===== src/rtl/battle_pkg.sv =====
// Shared types and constants for the tank and shell blocks.
// Key codes, playfield bounds, facing and fire-state enums.
package battle_pkg;

   typedef enum logic [1:0] {
      UP    = 2'd0,
      DOWN  = 2'd1,
      LEFT  = 2'd2,
      RIGHT = 2'd3
   } dir_t;

   typedef enum logic [1:0] {
      READY,
      LAUNCH,
      FLYING,
      COOLDOWN
   } fire_state_t;

   localparam logic [7:0] KEY_W    = 8'h1A;
   localparam logic [7:0] KEY_S    = 8'h16;
   localparam logic [7:0] KEY_A    = 8'h04;
   localparam logic [7:0] KEY_D    = 8'h07;
   localparam logic [7:0] KEY_FIRE = 8'h2C;

   localparam int X_MIN = 0;
   localparam int X_MAX = 639;
   localparam int Y_MIN = 0;
   localparam int Y_MAX = 479;

endpackage


===== src/rtl/tank_fire_fsm.sv =====
// Fire arbitration: Space edge detect, launch/flight/cooldown FSM.
// A shell is only requested from READY; all other presses are dropped.
module tank_fire_fsm
   import battle_pkg::*;
#(
   parameter int FIRE_COOLDOWN  = 30,
   parameter int LAUNCH_TIMEOUT = 4
) (
   input  logic clk_i,
   input  logic rst_i,
   input  logic fire_key_i,
   input  logic shell_flying_i,
   output logic fire_o,
   output logic fire_ready_o
);

   localparam int CW = $clog2(FIRE_COOLDOWN + 1);
   localparam int LW = $clog2(LAUNCH_TIMEOUT + 1);
   localparam logic [CW-1:0] CD_LOAD = CW'(FIRE_COOLDOWN - 1);
   localparam logic [LW-1:0] LT_LAST = LW'(LAUNCH_TIMEOUT - 1);

   fire_state_t   state_q;
   logic          prev_q;
   logic          fire_q;
   logic          ready_q;
   logic [CW-1:0] cd_q;
   logic [LW-1:0] lt_q;
   logic          edge_w;

   assign edge_w       = fire_key_i & ~prev_q;
   assign fire_o       = fire_q;
   assign fire_ready_o = ready_q;

   // Fire FSM with registered pulse and ready flag.
   always_ff @(posedge clk_i or posedge rst_i) begin
      if (rst_i) begin
         state_q <= READY;
         prev_q  <= 1'b0;
         fire_q  <= 1'b0;
         ready_q <= 1'b1;
         cd_q    <= '0;
         lt_q    <= '0;
      end else begin
         prev_q <= fire_key_i;
         fire_q <= 1'b0;
         unique case (state_q)
            READY: begin
               if (edge_w && !shell_flying_i) begin
                  fire_q  <= 1'b1;
                  lt_q    <= '0;
                  state_q <= LAUNCH;
                  ready_q <= 1'b0;
               end
            end
            LAUNCH: begin
               if (shell_flying_i) begin
                  state_q <= FLYING;
               end else if (lt_q == LT_LAST) begin
                  cd_q    <= CD_LOAD;
                  state_q <= COOLDOWN;
               end else begin
                  lt_q <= lt_q + 1'b1;
               end
            end
            FLYING: begin
               if (!shell_flying_i) begin
                  cd_q    <= CD_LOAD;
                  state_q <= COOLDOWN;
               end
            end
            COOLDOWN: begin
               if (cd_q == '0) begin
                  state_q <= READY;
                  ready_q <= 1'b1;
               end else begin
                  cd_q <= cd_q - 1'b1;
               end
            end
            default: state_q <= READY;
         endcase
      end
   end

endmodule


===== src/rtl/tank_ctrl.sv =====
// Player tank: key decode, turn-then-move motion with edge clamp,
// and the fire arbiter feeding the shell block.
module tank_ctrl
   import battle_pkg::*;
#(
   parameter int TANK_X_START   = 320,
   parameter int TANK_Y_START   = 400,
   parameter int TANK_HALF      = 16,
   parameter int STEP           = 1,
   parameter int FIRE_COOLDOWN  = 30,
   parameter int LAUNCH_TIMEOUT = 4
) (
   input  logic        Reset,
   input  logic        frame_clk,
   input  logic [15:0] keycode,
   input  logic        shell_flying,
   output logic [9:0]  TankX,
   output logic [9:0]  TankY,
   output logic [2:0]  direction,
   output logic        fire,
   output logic        tank_moving,
   output logic        fire_ready
);

   localparam logic [10:0] XLO = 11'(X_MIN + TANK_HALF);
   localparam logic [10:0] XHI = 11'(X_MAX - TANK_HALF);
   localparam logic [10:0] YLO = 11'(Y_MIN + TANK_HALF);
   localparam logic [10:0] YHI = 11'(Y_MAX - TANK_HALF);
   localparam logic [10:0] STP = 11'(STEP);

   logic [9:0]  x_q, x_d, y_q, y_d;
   dir_t        dir_q, dir_d, req_dir;
   logic        mov_q, mov_d;
   logic        req_vld, fire_key;
   logic [10:0] xw, yw;
   logic [7:0]  lo, hi;

   function automatic logic is_move(input logic [7:0] b);
      return (b == KEY_W) || (b == KEY_S) ||
             (b == KEY_A) || (b == KEY_D);
   endfunction

   function automatic dir_t key_dir(input logic [7:0] b);
      dir_t d;
      d = UP;
      if (b == KEY_S) d = DOWN;
      if (b == KEY_A) d = LEFT;
      if (b == KEY_D) d = RIGHT;
      return d;
   endfunction

   assign lo = keycode[7:0];
   assign hi = keycode[15:8];
   assign xw = {1'b0, x_q};
   assign yw = {1'b0, y_q};
   assign fire_key = (lo == KEY_FIRE) || (hi == KEY_FIRE);

   // Move request: the low byte wins over the high byte.
   always_comb begin
      req_vld = 1'b1;
      req_dir = UP;
      if (is_move(lo))      req_dir = key_dir(lo);
      else if (is_move(hi)) req_dir = key_dir(hi);
      else                  req_vld = 1'b0;
   end

   // Turn in place on a new heading; otherwise step and clamp.
   always_comb begin
      x_d   = x_q;
      y_d   = y_q;
      dir_d = dir_q;
      if (req_vld && req_dir != dir_q) begin
         dir_d = req_dir;
      end else if (req_vld) begin
         unique case (dir_q)
            UP: begin
               if (yw >= YLO + STP)  y_d = 10'(yw - STP);
               else if (yw > YLO)    y_d = YLO[9:0];
            end
            DOWN: begin
               if (yw + STP <= YHI)  y_d = 10'(yw + STP);
               else if (yw < YHI)    y_d = YHI[9:0];
            end
            LEFT: begin
               if (xw >= XLO + STP)  x_d = 10'(xw - STP);
               else if (xw > XLO)    x_d = XLO[9:0];
            end
            RIGHT: begin
               if (xw + STP <= XHI)  x_d = 10'(xw + STP);
               else if (xw < XHI)    x_d = XHI[9:0];
            end
            default: ;
         endcase
      end
      mov_d = (x_d != x_q) || (y_d != y_q);
   end

   // Tank position, heading and motion flag registers.
   always_ff @(posedge frame_clk or posedge Reset) begin
      if (Reset) begin
         x_q   <= 10'(TANK_X_START);
         y_q   <= 10'(TANK_Y_START);
         dir_q <= UP;
         mov_q <= 1'b0;
      end else begin
         x_q   <= x_d;
         y_q   <= y_d;
         dir_q <= dir_d;
         mov_q <= mov_d;
      end
   end

   tank_fire_fsm #(
      .FIRE_COOLDOWN  (FIRE_COOLDOWN),
      .LAUNCH_TIMEOUT (LAUNCH_TIMEOUT)
   ) u_fire (
      .clk_i          (frame_clk),
      .rst_i          (Reset),
      .fire_key_i     (fire_key),
      .shell_flying_i (shell_flying),
      .fire_o         (fire),
      .fire_ready_o   (fire_ready)
   );

   assign TankX       = x_q;
   assign TankY       = y_q;
   assign direction   = {1'b0, dir_q};
   assign tank_moving = mov_q;

endmodule


===== config.mk =====
export PLATFORM = sky130hd
export DESIGN_NAME = tank_ctrl
export DESIGN_NICKNAME = d
export VERILOG_FILES = /design/src/rtl/battle_pkg.sv /design/src/rtl/tank_fire_fsm.sv /design/src/rtl/tank_ctrl.sv
export SDC_FILE = /design/constraint.sdc
export NUM_CORES = 1
export LEC_CHECK = 0
export BUFFER_PORTS_ARGS = -buffer_cell sky130_fd_sc_hd__buf_4
export CAP_MARGIN = 10
export CORE_MARGIN = 4
export CORE_UTILIZATION = 65
export CTS_BUF_LIST = sky130_fd_sc_hd__clkbuf_16
export CTS_CLUSTER_SIZE = 40
export DETAILED_ROUTE_END_ITERATION = 7
export PLACE_DENSITY = 0.87
export SLEW_MARGIN = 15
export SYNTH_ARGS = -nofsm -noshare
export SYNTH_HDL_FRONTEND = slang
export SYNTH_SLANG_ARGS = --single-unit

===== constraint.sdc =====
create_clock -name frame_clk -period 6.22 [get_ports frame_clk]
set_input_delay 0.933 -clock frame_clk [delete_from_list [all_inputs] [get_ports frame_clk]]
set_output_delay 0.933 -clock frame_clk [all_outputs]
set_load 0.05 [all_outputs]

==> out/metrics.cfg <==
[final_layout]
drive_gt1_share_pct=15.1
fillers=448
fin_nets=565
final_core_util_pct=76.4
areaGrowthSynthToFinish_pct=10.7
stdcell_area_sq_um=4310
seqCellArea_sq_um=908
layout_commonest_cell=nand2_1
diodes=0
final_cell_mix=58 x nand2_1, 45 x buf_4, 39 x a21oi_1
multi_input_area_sq_um=2740

[drt]
via_per_inst=7.22
ant_nets=0
route.detailed.drc=0
routed_wl_mm=11.5
num_vias=4346
dr.pass1.iters=6
drtIter0Drc=607
wl_per_cell_um=19.1

[sta]
setup_tns_ns=0
fin_skew_ns=0.00445
slew_headroom_pct=38.4
max_slew.worst_pin.slew_ns=0.911
setup_viol=0
fmax_mhz=269
min_period_over_period_pct=59.7
period_needed_ns=3.71
rsz0062_at_grt=false
final-hold-violation-count=0
slew_violations=0

[power]
power.leakage_nw=1.81
cellInternalPower_w=0.000862
power_frac_seq_pct=28.1
p_per_area_nw_per_um2=439
p_comb_share_pct=59.1
p_total_w=0.00189
peakVddDrop_mv=0.305
clkPwrFrac_pct=12.9
netSwitchingPower_w=0.00103
switching_share_pct=54.5

[setup_path]
slowest_stage=dfrtp_1
critPathBufInv=0
cp.required_ns=6.35
crit_chain=ha_1, and3_1, nor2_1, a21o_1, o32ai_1, nand2_1, and4b_1, a211o_1, nor4_2, o2111ai_1
cp-end-kind=flip-flop
cp.arrival_ns=3.85
cp_max_fo=18
crit_family=simple AND/OR/NAND/NOR gates
crit_type=flip-flop to flip-flop
critPathLaunchType=flip-flop
max_stage_delay_ns=0.64

[logic_synthesis]
synthCells=514
yosys_warnings=0
synthesis.nets=550
synth_cell_types=82
synth_area_sq_um=3890
synth_edf_count=0
yosysSeqAreaShare_pct=23.3
synthFlopType=dfrtp_1
syn_avg_cell_area_sq_um=7.58
synth-seq-cells=36
synthArstFlopShare_pct=100

[die]
core_area_sq_um=5640
die_area_sq_um=7290
io_pins=45
die_y_um=85.4
die-width_um=85.4
initial_core_util_pct=69.0
rows=27

[min_path]
hold_class=flip-flop to flip-flop

[cts]
ctsHoldBuffers=0
cts_tree=built
clkSinkCount=36
cts-htree-levels=2
clk_pin_slew_worst_paths_ns=0.06
numCtsBuffers=5
clock_latency_ns=0.28
postCtsSetupBuffers=0
postCtsResizedCells=0
cts-root-buf=clkbuf_16
clockBufferDepth=2

[global_routing]
grt_pass1_wl_mm=18.8
grt_pass1_vias=3855
gr-total-overflow=0
antenna_found_initial=0
grt.total_usage_pct=31.2
grt_max_degree=37

[place]
place_area_sq_um=4170
place_hpwl_mm=7.99
io_buffer_count=43
gp_congestion=1.02

[job]
drv_cap=0

[status]
outcome=complete, no violations

## worst min-delay path, delay by kind of cell (launching register included)
family	cells	cell delay, ns
simple gates	2	0.13
buf+inv	1	0.04
flops	1	0.32
## registers in the layout (all words and copies together), names as in the netlist
register,count
TankX,10
u_fire.lt_q,3
u_fire.fire_o,1
u_fire.fire_ready_o,1
dir_q,2
u_fire.prev_q,1
u_fire.state_q,2
u_fire.cd_q,5
TankY,10
tank_moving,1
## power by group through the flow
stage / Clock, W / Combinational (W) / Sequential [W]
2_1_floorplan: 0 / 0.000765 / 0.000550
3_3_place_gp: 0 / 0.00106 / 0.000517
3_5_place_dp: 0 / 0.00109 / 0.000522
4_1_cts: 0.000246 / 0.00110 / 0.000519
5_1_grt: 0.000258 / 0.00121 / 0.000548
6_report: 0.000244 / 0.00112 / 0.000532
## stage by stage
step / instances / hold WS, ns / setup slack (ns)
6_report: 602 / 0.528 / 2.51
3_3_place_gp: 594 / 0.503 / 2.56
4_1_cts: 602 / 0.534 / 2.60
5_1_grt: 602 / 0.570 / 2.27
3_5_place_dp: 594 / 0.526 / 2.50
2_1_floorplan: 514 / 0.490 / 2.85
## path summary, 6_finish.rpt
kind	depth (start not counted)	from	endpoint	slack, ns
worst max register to register	10	TankX[0]	tank_moving	2.51
worst min register to register	3	u_fire.prev_q	u_fire.fire_o	0.53
min in group asynchronous	3	Reset	u_fire.lt_q[0]	0.77
max in group asynchronous	3	Reset	TankX[8]	5.07
worst max-delay path	10	TankX[0]	tank_moving	2.51
worst min-delay path	3	u_fire.prev_q	u_fire.fire_o	0.53
## kinds of logic (layout without fill, tap and decap cells)
group	count (synthesis)	count (layout)	share of synthesized area, %
AND/OR/NAND/NOR	216	216	30.2
AO/OA/AOI/OAI	153	153	27.6
flip-flops	36	36	23.3
XOR/XNOR	19	19	4.27
buffers and inverters	62	78	6.33
multiplexers	10	10	2.76
adder cells (fa/ha/maj)	17	17	5.46
other	1	1	0.0963
## synth_stat cells, drive strengths merged (6+ instances only)
library cell / instances / area, sq um
nor3: 20 / 105
nand2: 58 / 218
clkbuf: 28 / 105
and3: 12 / 75.1
nor2b: 6 / 37.5
dfrtp: 30 / 751
nand2b: 7 / 43.8
a31oi: 8 / 65.1
xnor2: 10 / 87.6
o21ai: 28 / 144
nand4: 8 / 50.1
inv: 23 / 86.3
nand3: 20 / 100
or3: 6 / 37.5
or4: 6 / 48.8
dfstp: 6 / 158
a21oi: 40 / 204
buf: 9 / 47.6
mux2: 6 / 67.6
xor2: 9 / 78.8
nor2: 35 / 131
nor4: 6 / 43.8
ha: 17 / 213
## layer usage
| metal | vias up | global-route usage, % | wire length, um |
|---|---|---|---|
| met2 | 334 | 47.8 | 5040 |
| met4 | 0 | 9.06 | 314 |
| li1 | 1953 | - | - |
| met5 | - | 0 | 0 |
| met1 | 1995 | 44.2 | 4650 |
| met3 | 64 | 6.70 | 1470 |
## layout make-up
| type | count | share of cell area, % |
|---|---|---|
| clock inverters | 3 | 0.348 |
| well taps | 72 | 2.09 |
| repair buffers | 45 | 7.84 |
| flip-flops and latches | 36 | 21.1 |
| inverters | 25 | 2.18 |
| multi-input cells | 416 | 63.6 |
| clock buffers | 5 | 2.90 |
No activity file was read; power rests on OpenSTA's default activity.
